File: src/rtl/fifo_pkg.sv
// Shared types and constants for the FIFO read-side stream adapter.
package fifo_pkg;

  localparam int RD_BUF_DEPTH = 2;
  localparam int RD_OCC_W     = $clog2(RD_BUF_DEPTH + 1);

  // Encoding equals the number of buffered words, so occupancy is the state itself.
  typedef enum logic [RD_OCC_W-1:0] {
    RD_EMPTY = 2'd0,
    RD_ONE   = 2'd1,
    RD_TWO   = 2'd2
  } rd_state_t;

  function automatic logic [RD_OCC_W-1:0] rd_occupancy(input rd_state_t s);
    return s;
  endfunction

endpackage

File: src/rtl/fifo_stats_counter.sv
// Free-running event counter that wraps modulo 2^CNT_WIDTH; cleared only by rst_n.
module fifo_stats_counter #(
  parameter int CNT_WIDTH = 32
) (
  input  logic                 clk,
  input  logic                 rst_n,
  input  logic                 inc,
  output logic [CNT_WIDTH-1:0] count
);

  logic [CNT_WIDTH-1:0] count_reg;

  always_ff @(posedge clk or negedge rst_n) begin
    if (!rst_n) begin
      count_reg <= '0;
    end else if (inc) begin
      count_reg <= count_reg + 1'b1;
    end
  end

  assign count = count_reg;

endmodule

File: src/rtl/fifo_stream_reader.sv
// Drains a show-ahead FIFO pop port into a registered valid/ready stream via a 2-word buffer.
// Optional statistics counters are built when FIFO_RD_STATS_EN is defined.
module fifo_stream_reader
  import fifo_pkg::*;
#(
  parameter int DATA_WIDTH = 8,
  parameter int CNT_WIDTH  = 32
) (
  input  logic                  clk,
  input  logic                  rst_n,
  input  logic                  fifo_empty,
  input  logic [DATA_WIDTH-1:0] fifo_rd_data,
  output logic                  fifo_rd_en,
  input  logic                  flush,
  output logic                  m_valid,
  output logic [DATA_WIDTH-1:0] m_data,
  input  logic                  m_ready,
  output logic [RD_OCC_W-1:0]   occupancy
`ifdef FIFO_RD_STATS_EN
  ,
  output logic [CNT_WIDTH-1:0]  words_out,
  output logic [CNT_WIDTH-1:0]  stall_cycles
`endif
);

  rd_state_t             state_reg, state_next;
  logic [DATA_WIDTH-1:0] buf0_reg, buf0_next;
  logic [DATA_WIDTH-1:0] buf1_reg, buf1_next;
  logic                  push;
  logic                  pop;

  // Pop decision uses only registered state and the FIFO flag, never m_ready;
  // rst_n gates it so the FIFO is left alone while reset is held.
  assign fifo_rd_en = rst_n && !fifo_empty && (state_reg != RD_TWO) && !flush;
  assign push       = fifo_rd_en;
  assign pop        = m_valid && m_ready;

  assign m_valid    = (state_reg != RD_EMPTY);
  assign m_data     = buf0_reg;
  assign occupancy  = rd_occupancy(state_reg);

  always_ff @(posedge clk or negedge rst_n) begin
    if (!rst_n) begin
      state_reg <= RD_EMPTY;
      buf0_reg  <= '0;
      buf1_reg  <= '0;
    end else begin
      state_reg <= state_next;
      buf0_reg  <= buf0_next;
      buf1_reg  <= buf1_next;
    end
  end

  always_comb begin
    state_next = state_reg;
    buf0_next  = buf0_reg;
    buf1_next  = buf1_reg;
    if (flush) begin
      state_next = RD_EMPTY;
    end else begin
      case (state_reg)
        RD_EMPTY: begin
          if (push) begin
            buf0_next  = fifo_rd_data;
            state_next = RD_ONE;
          end
        end
        RD_ONE: begin
          if (push && pop) begin
            buf0_next = fifo_rd_data;
          end else if (push) begin
            buf1_next  = fifo_rd_data;
            state_next = RD_TWO;
          end else if (pop) begin
            state_next = RD_EMPTY;
          end
        end
        RD_TWO: begin
          // Skid word moves to the head; no push is possible while full.
          if (pop) begin
            buf0_next  = buf1_reg;
            state_next = RD_ONE;
          end
        end
        default: state_next = RD_EMPTY;
      endcase
    end
  end

`ifdef FIFO_RD_STATS_EN
  logic stall;
  assign stall = m_valid && !m_ready;

  fifo_stats_counter #(.CNT_WIDTH(CNT_WIDTH)) u_words_out (
    .clk   (clk),
    .rst_n (rst_n),
    .inc   (pop),
    .count (words_out)
  );

  fifo_stats_counter #(.CNT_WIDTH(CNT_WIDTH)) u_stall_cycles (
    .clk   (clk),
    .rst_n (rst_n),
    .inc   (stall),
    .count (stall_cycles)
  );
`endif

endmodule

File: config.mk
export PLATFORM = sky130hd
export DESIGN_NAME = fifo_stream_reader
export DESIGN_NICKNAME = d
export VERILOG_FILES = /design/src/rtl/fifo_pkg.sv /design/src/rtl/fifo_stats_counter.sv /design/src/rtl/fifo_stream_reader.sv
export SDC_FILE = /design/constraint.sdc
export NUM_CORES = 1
export LEC_CHECK = 0
export CORE_UTILIZATION = 40
export CTS_CLUSTER_SIZE = 20
export DETAILED_ROUTE_END_ITERATION = 12
export GPL_ROUTABILITY_DRIVEN = 0
export PLACE_DENSITY = 0.74
export SETUP_SLACK_MARGIN = 0.02
export SYNTH_ARGS = -nofsm -noshare
export SYNTH_HDL_FRONTEND = slang
export SYNTH_SLANG_ARGS = --single-unit
File: constraint.sdc
create_clock -name clk -period 2.56 [get_ports clk]
set_clock_uncertainty 0.2 [all_clocks]
set_input_delay 0.256 -clock clk [delete_from_list [all_inputs] [get_ports clk]]
set_output_delay 0.256 -clock clk [all_outputs]
set_load 0.03 [all_outputs]
==> results.toml, run 1 <==
[placed_design]
hpwl_mm = 1.13
numPortBuffers = 24

[cells_and_area]
postLayoutCoreUtil_pct = 59.0
drive_above_1_share_pct = 20.4
areaGrowthSynthToFinish_pct = 37.9
fin_nets = 112
diodes = 0
layout_common_cells = "clkdlybuf4s50_1, dfrtp_1, nor2_1"
final_common_cell = "clkdlybuf4s50_1"
final.fill_count = 181

[power_and_ir_drop]
leakage_nw = 0.479
clkPwrFrac_pct = 22.8
p_per_area_nw_per_um2 = 662
power_frac_comb_pct = 29.8
p_sw_share_pct = 30.4
p_sw_mw = 0.233
seqPwrFrac_pct = 47.5
vdd_drop_max_v = 0.000539
p_int_mw = 0.534

[floorplanning]
chipHeight_um = 47.8
io_pins = 25
core_um2 = 1960
die_area_um2 = 2290
initial_utilization_pct = 42.8
die_w_um = 47.8
rows = 16

[setup_path]
r2r_slack_ns = 0.54
crit_buf_inv = 1
endpoint_kind = "primary output"
rr_worst_depth = 4
r2r-end = "m_data[1]$_DFFE_PN0P_"
critPathMaxFanout = 9
critPathTopFamily = "buffers and inverters"
cp-start-kind = "register"
cp.required_ns = 2.10
crit_chain = "or2_2 -> clkdlybuf4s50_1"
rr_startpoint = "occupancy[0]$_DFFE_PN0P_"
critPathMaxStageDelay_ns = 0.59
crit_type = "reg2out"
critical_path_arrival_ns = 1.69
cp_slowest_cell = "clkdlybuf4s50_1"

[global_route]
grt_max_degree = 18
grt_use_total_pct = 15.9
busiest_layer = "met2"
grt_use_met3_pct = 6.79
grt_pass1_vias = 512
antenna_found_initial = 0
grtUsageMet1_pct = 20.6
grt_overflow_total = 0
grt_pass1_wl_mm = 2.30
met2_usage_pct = 22.4

[synth]
synth_area_leaders = "dfrtp_1, mux2_2, mux2i_1, nor2_1, a21oi_1"
avgSynthCellArea_um2 = 12.2
syn_area_um2 = 840
yosysSeqAreaShare_pct = 53.7
yosys_warnings = 0
synth_top_area_share_pct = 53.7
yosysTopAreaCell = "dfrtp_1"
synth_cell_types = 20
syn_inst = 69
syn_nets = 82
synth-seq-cells = 18

[cts]
clock_sinks = 18
htree_levels = 1
cts_tree = "yes"
clock-root-buffer = "clkbuf_4"
clock_latency_ns = 0.30
ctsLongestPathBuffers = 2
post_cts_buffers = 0
cts.clk_slew.worst_paths_ns = 0.10
cts_buffers = 3

[route]
drtPass1Iterations = 4
wl_per_cell_um = 13.2
antenna_left = 0
vias = 626
drt_wl_total_mm = 1.65
viasPerCell = 5.01
drtIter0Drc = 5
drc = 0

[sta]
setup-violations-final = 0
slew_headroom_pct = 66.8
finalHoldViolCount = 0
tightest_slew_ns = 0.498
period_minus_slack_ns = 2.15
finalCritPeriodShare_pct = 83.9
hold_ws_ns = 0.186
max_freq_mhz = 466
rsz0062_at_grt = "no"
drv_slew = 0
fin_tns_setup_ns = 0

[min_path]
hold_path.class = "in2async"

[status]
status = "complete, no violations"

[run]
drv_cap = 0
[synth_stat cells]
library cell	number
mux2i_1	8
o21bai_1	1
a31oi_1	1
nor2b_1	1
or2_2	1
nand2b_1	1
nor3_1	2
a21oi_1	7
and3b_1	1
mux2_2	8
nor2_1	11
buf_6	1
clkbuf_1	1
nand3_1	1
or4b_4	1
nand3b_1	1
a21oi_2	2
a31oi_4	1
or4bb_1	1
dfrtp_1	18
[layer usage]
layer,vias up,wire (um)
li1,305,-
met1,297,712
met2,19,814
met3,5,83
met4,0,35
met5,-,0
[worst max path at each step]
stage | start | end | slack (ns) | cells past startpoint
final | occupancy[0]$_DFFE_PN0P_ | m_valid | 0.41 | 2
after global routing | occupancy[0]$_DFFE_PN0P_ | m_valid | 0.34 | 2
after CTS | occupancy[0]$_DFFE_PN0P_ | m_valid | 0.40 | 2
after detailed placement | rst_n | buf1_reg[1]$_DFFE_PN0P_ | 0.11 | 6
after global placement | rst_n | buf1_reg[1]$_DFFE_PN0P_ | 0.15 | 6
after floorplan | occupancy[1]$_DFFE_PN0P_ | fifo_rd_en | 0.38 | 3
[metrics by stage]
stage	std cells	cell area [um^2]	total power, mW	setup slack (ns)
3_5_place_dp	120	1110	0.598	0.107
3_3_place_gp	120	1110	0.594	0.148
4_1_cts	125	1160	0.777	0.401
2_1_floorplan	69	840	0.496	0.380
5_1_grt	125	1160	0.811	0.343
6_report	125	1160	0.767	0.413
[cell type report]
class / instances / area (um^2) / area share (%)
flip-flops and latches: 18 / 450 / 38.9
multi-input cells: 49 / 374 / 32.3
repair buffers: 27 / 263 / 22.7
clock buffers: 4 / 36.3 / 3.14
well taps: 27 / 33.8 / 2.92
[repair_timing]
item | in CTS | in global routing
hold buffers | 1 | 0
gates resized for setup | 0 | 0
endpoints found under the hold margin | 2 | 0
[logic make-up after synthesis]
group	count (synthesis)	share of synthesized area (%)
AO/OA/AOI/OAI	12	10.4
buffers and inverters	2	1.79
flip-flops	18	53.7
multiplexers	16	20.3
AND/OR/NAND/NOR	21	13.9
[power groups by stage]
| stage | clock network (mW) | registers (mW) | logic (mW) |
|---|---|---|---|
| finish | 0.175 | 0.364 | 0.228 |
| global route | 0.195 | 0.370 | 0.245 |
| CTS | 0.182 | 0.365 | 0.231 |
| detailed placement | 0 | 0.370 | 0.228 |
| global placement | 0 | 0.368 | 0.226 |
| floorplan | 0 | 0.423 | 0.0731 |
No activity file was read; power rests on OpenSTA's default activity.
==> inputs of run 2 (changes only) <==
==> constraint.sdc (replaced) <==
create_clock -name clk -period 2.07 [get_ports clk]
set_clock_uncertainty 0.2 [all_clocks]
set_input_delay 0.207 -clock clk [delete_from_list [all_inputs] [get_ports clk]]
set_output_delay 0.207 -clock clk [all_outputs]
set_load 0.03 [all_outputs]
==> run 2 against run 1 <==
Clock power is 22% higher. Sequential power is 24% higher. Flip-flop and latch count stayed put. Largest power group unchanged.
==> results.toml, run 2 (same netlist as run 1, synthesis figures left out) <==
[status]
status = "complete, no violations"

[cts]
clock_sinks = 18
ctsLongestPathBuffers = 2
cts_buffers = 3
htree_levels = 1
clock-root-buffer = "clkbuf_4"
clock_latency_ns = 0.29
cts_tree = "yes"
cts.clk_slew.worst_paths_ns = 0.10

[setup_path]
crit_type = "reg2out"
critPathMaxStageDelay_ns = 0.72
r2r-end = "m_data[1]$_DFFE_PN0P_"
cp_slowest_cell = "clkdlybuf4s50_1"
critPathMaxFanout = 9
critical_path_arrival_ns = 1.49
crit_chain = "clkdlybuf4s50_1"
cp.depth = 1
crit_buf_inv = 1
cp-start-kind = "register"
cp.required_ns = 1.66
endpoint_kind = "primary output"
startpoint = "occupancy[0]$_DFFE_PN0P_"
rr_worst_depth = 5
endpoint = "occupancy[0]"
critPathTopFamily = "buffers and inverters"
r2r_slack_ns = 0.20
rr_startpoint = "occupancy[1]$_DFFE_PN0P_"

[floorplanning]
core_um2 = 1960
chipHeight_um = 47.8
die_w_um = 47.8
die_area_um2 = 2290
rows = 16
io_pins = 25
initial_utilization_pct = 42.8

[route]
drc = 0
vias = 643
antenna_left = 0
viasPerCell = 4.98
drtIter0Drc = 9
drt_wl_total_mm = 1.66
wl_per_cell_um = 12.9
drtPass1Iterations = 3

[placed_design]
numPortBuffers = 24
hpwl_mm = 1.31

[sta]
setup-violations-final = 0
period_minus_slack_ns = 1.90
finalCritPeriodShare_pct = 91.7
finalHoldViolCount = 0
max_freq_mhz = 527
fin_tns_setup_ns = 0
drv_slew = 0
tightest_slew_ns = 0.422
slew_headroom_pct = 71.8
rsz0062_at_grt = "no"
hold_ws_ns = 0.118

[run]
drv_cap = 0

[cells_and_area]
drive_above_1_share_pct = 25.5
diodes = 0
final_common_cell = "clkdlybuf4s50_1"
fin_nets = 116
areaGrowthSynthToFinish_pct = 43.1
layout_common_cells = "clkdlybuf4s50_1, dfrtp_1, nor2_1"

[global_route]
grt_max_degree = 17
antenna_found_initial = 0
grt_pass1_wl_mm = 2.51
grt_use_total_pct = 16.3
grt_overflow_total = 0
grt_pass1_vias = 608

[power_and_ir_drop]
vdd_drop_max_v = 0.000571
fin_total_pwr_mw = 0.958
leakage_nw = 0.508
p_per_area_nw_per_um2 = 797

[min_path]
hold_path.class = "in2async"
-- run 2: worst min path at each step --
stage,to,start,slack [ns],cells past startpoint
after floorplan,buf1_reg[0]$_DFFE_PN0P_,rst_n,-0.29,0
after global placement,buf1_reg[4]$_DFFE_PN0P_,buf1_reg[4]$_DFFE_PN0P_,0.29,1
after detailed placement,buf1_reg[2]$_DFFE_PN0P_,buf1_reg[2]$_DFFE_PN0P_,0.29,1
after CTS,m_data[6]$_DFFE_PN0P_,rst_n,0.12,2
after global routing,occupancy[0]$_DFFE_PN0P_,rst_n,0.14,2
final,m_data[6]$_DFFE_PN0P_,rst_n,0.12,2
-- run 2: area by class of cell --
class                           count  area, um^2
Fill cell                         185         761
Sequential cell                    18         450
Multi-Input combinational cell     49         379
Timing Repair Buffer               31         302
Clock buffer                        4        36.3
Tap cell                           27        33.8
-- run 2: timing repair --
item	in CTS	in global routing
setup buffers	0	0
endpoints found under the setup margin	1	0
gates resized for setup	1	0
hold buffers	0	0
-- run 2: layer usage --
layer / vias to the layer above / share of wire (%) / track usage (%)
met5: - / 0 / 0
li1: 313 / - / -
met1: 314 / 44 / 19.1
met3: 2 / 3.4 / 3.40
met4: 0 / 0.48 / 8.33
met2: 14 / 52 / 28.1
-- run 2: power breakdown --
group          internal, mW  leakage, nW  switching [mW]
combinational         0.144        0.267           0.147
clock                 0.107       0.0210           0.106
sequential            0.416        0.220          0.0369
total                 0.667        0.508           0.290
-- run 2: per-stage QoR --
stage | setup WS, ns | area [um^2] | std cells | util, %
after floorplan | 0.111 | 845 | 69 | -
after global placement | -0.0284 | 1170 | 125 | 59.4
after detailed placement | -0.0930 | 1170 | 125 | 59.4
after CTS | 0.156 | 1200 | 129 | 61.2
after global routing | 0.0992 | 1200 | 129 | 61.2
final | 0.173 | 1200 | 129 | 61.2
==> inputs of run 3 (changes only) <==
--- a/config.mk
+++ b/config.mk
@@ -5,12 +5,14 @@
 export SDC_FILE = /design/constraint.sdc
 export NUM_CORES = 1
 export LEC_CHECK = 0
+export CORE_MARGIN = 4
 export CORE_UTILIZATION = 40
 export CTS_CLUSTER_SIZE = 20
 export DETAILED_ROUTE_END_ITERATION = 12
 export GPL_ROUTABILITY_DRIVEN = 0
 export PLACE_DENSITY = 0.74
 export SETUP_SLACK_MARGIN = 0.02
+export SLEW_MARGIN = 20
 export SYNTH_ARGS = -nofsm -noshare
 export SYNTH_HDL_FRONTEND = slang
 export SYNTH_SLANG_ARGS = --single-unit
==> run 3 against run 2 <==
Critical path depth unchanged. Setup slack worse by 0.0032 ns. Flip-flop and latch count unchanged. Critical path type unchanged.
==> results.toml, run 3 (same netlist as run 1, synthesis figures left out) <==
[power_and_ir_drop]
p_sw_share_pct = 30.3
vdd_drop_max_v = 0.000536
fin_total_pwr_mw = 0.959
p_int_mw = 0.669
leakage_nw = 0.522
p_per_area_nw_per_um2 = 784
p_sw_mw = 0.290
clkPwrFrac_pct = 22.6
seqPwrFrac_pct = 46.8
power_frac_comb_pct = 30.6

[sta]
fin_tns_setup_ns = 0
max_freq_mhz = 526
finalHoldViolCount = 0
drv_slew = 0
rsz0062_at_grt = "no"
fin_ws_ns = 0.169
period_minus_slack_ns = 1.90
tightest_slew_ns = 0.324
slew_headroom_pct = 78.3
hold_ws_ns = 0.190
setup-violations-final = 0
finalCritPeriodShare_pct = 91.8

[floorplanning]
die_area_um2 = 2900
chipHeight_um = 53.8
core_um2 = 1980
rows = 16
die_w_um = 53.8
io_pins = 25
initial_utilization_pct = 42.4

[placed_design]
place_ws_ns = -0.0227
hpwl_mm = 1.28
dp_cells = 128
numPortBuffers = 24

[setup_path]
crit_type = "reg2out"
cp-start-kind = "register"
crit_chain = "clkdlybuf4s50_1"
cp.required_ns = 1.66
critPathMaxFanout = 9
crit_buf_inv = 1
cp_slowest_cell = "clkdlybuf4s50_1"
endpoint_kind = "primary output"
critPathTopFamily = "buffers and inverters"
critPathMaxStageDelay_ns = 0.72
critical_path_arrival_ns = 1.49

[cells_and_area]
drive_above_1_share_pct = 27.6
fin_cells = 132
final_common_cell = "clkdlybuf4s50_1"
layout_common_cells = "clkdlybuf4s50_1, dfrtp_1, nor2_1"
diodes = 0
fin_nets = 119
areaGrowthSynthToFinish_pct = 45.8

[cts]
cts_buffers = 3
htree_levels = 1
clock_latency_ns = 0.29
cts.clk_slew.worst_paths_ns = 0.10
clock-root-buffer = "clkbuf_4"
cts_tree = "yes"
ctsLongestPathBuffers = 2
cts_hold_buf = 0
post_cts_buffers = 0
cts_resized = 1
clock_sinks = 18

[route]
vias = 643
drtPass1Iterations = 4
wl_per_cell_um = 12.6
viasPerCell = 4.87
antenna_left = 0
drtIter0Drc = 6
drc = 0
drt_wl_total_mm = 1.66

[global_route]
antenna_found_initial = 0
grt_max_degree = 19
grt_pass1_wl_mm = 2.66
grt_overflow_total = 0
grt_pass1_vias = 602
grt_use_total_pct = 12.9

[status]
status = "complete, no violations"

[min_path]
hold_path.class = "in2async"

[run]
drv_cap = 0
## run 3: worst paths after layout
path / depth (start not counted) / start / slack (ns) / to
worst max-delay path: 1 / occupancy[0]$_DFFE_PN0P_ / 0.17 / occupancy[0]
worst min-delay path: 3 / rst_n / 0.19 / m_data[5]$_DFFE_PN0P_
worst max register to register: 5 / occupancy[1]$_DFFE_PN0P_ / 0.20 / m_data[0]$_DFFE_PN0P_
worst min register to register: 1 / buf1_reg[1]$_DFFE_PN0P_ / 0.31 / buf1_reg[1]$_DFFE_PN0P_
max in group asynchronous: 3 / rst_n / 1.29 / buf1_reg[3]$_DFFE_PN0P_
min in group clk: 1 / buf1_reg[1]$_DFFE_PN0P_ / 0.31 / buf1_reg[1]$_DFFE_PN0P_
## run 3: through the flow
| step | instance area [um^2] | util (%) |
|---|---|---|
| finish | 1220 | 61.7 |
| global route | 1220 | 61.7 |
| CTS | 1220 | 61.7 |
| detailed placement | 1190 | 60.0 |
| global placement | 1190 | 60.0 |
| floorplan | 845 | - |
## run 3: area by class of cell
| cell class | instances | area (um^2) |
|---|---|---|
| fill | 170 | 758 |
| multi-input combinational | 49 | 379 |
| tap | 27 | 33.8 |
| sequential | 18 | 450 |
| timing repair buffer | 34 | 324 |
| clock buffer | 4 | 36.3 |
## run 3: worst reg2reg max path: stages (launching register included)
cell and delay [ns]:
dfrtp_1 0.46, or4bb_1 0.60, a31oi_4 0.24, buf_12 0.15, nor2_1 0.04, a21oi_1 0.11
## run 3: power groups by stage
| stage | clock (mW) | combinational, mW | sequential [mW] |
|---|---|---|---|
| 4_1_cts | 0.220 | 0.298 | 0.451 |
| 3_5_place_dp | 0 | 0.298 | 0.458 |
| 5_1_grt | 0.241 | 0.314 | 0.460 |
| 6_report | 0.216 | 0.293 | 0.449 |
| 2_1_floorplan | 0 | 0.0909 | 0.523 |
| 3_3_place_gp | 0 | 0.294 | 0.457 |
## run 3: metal layers
layer,vias to the layer above,global-route usage [%],wire length (um)
met5,-,0,0
met4,0,6.38,11
met3,2,2.77,108
met2,16,21.2,795
met1,301,15.8,747
li1,324,-,-
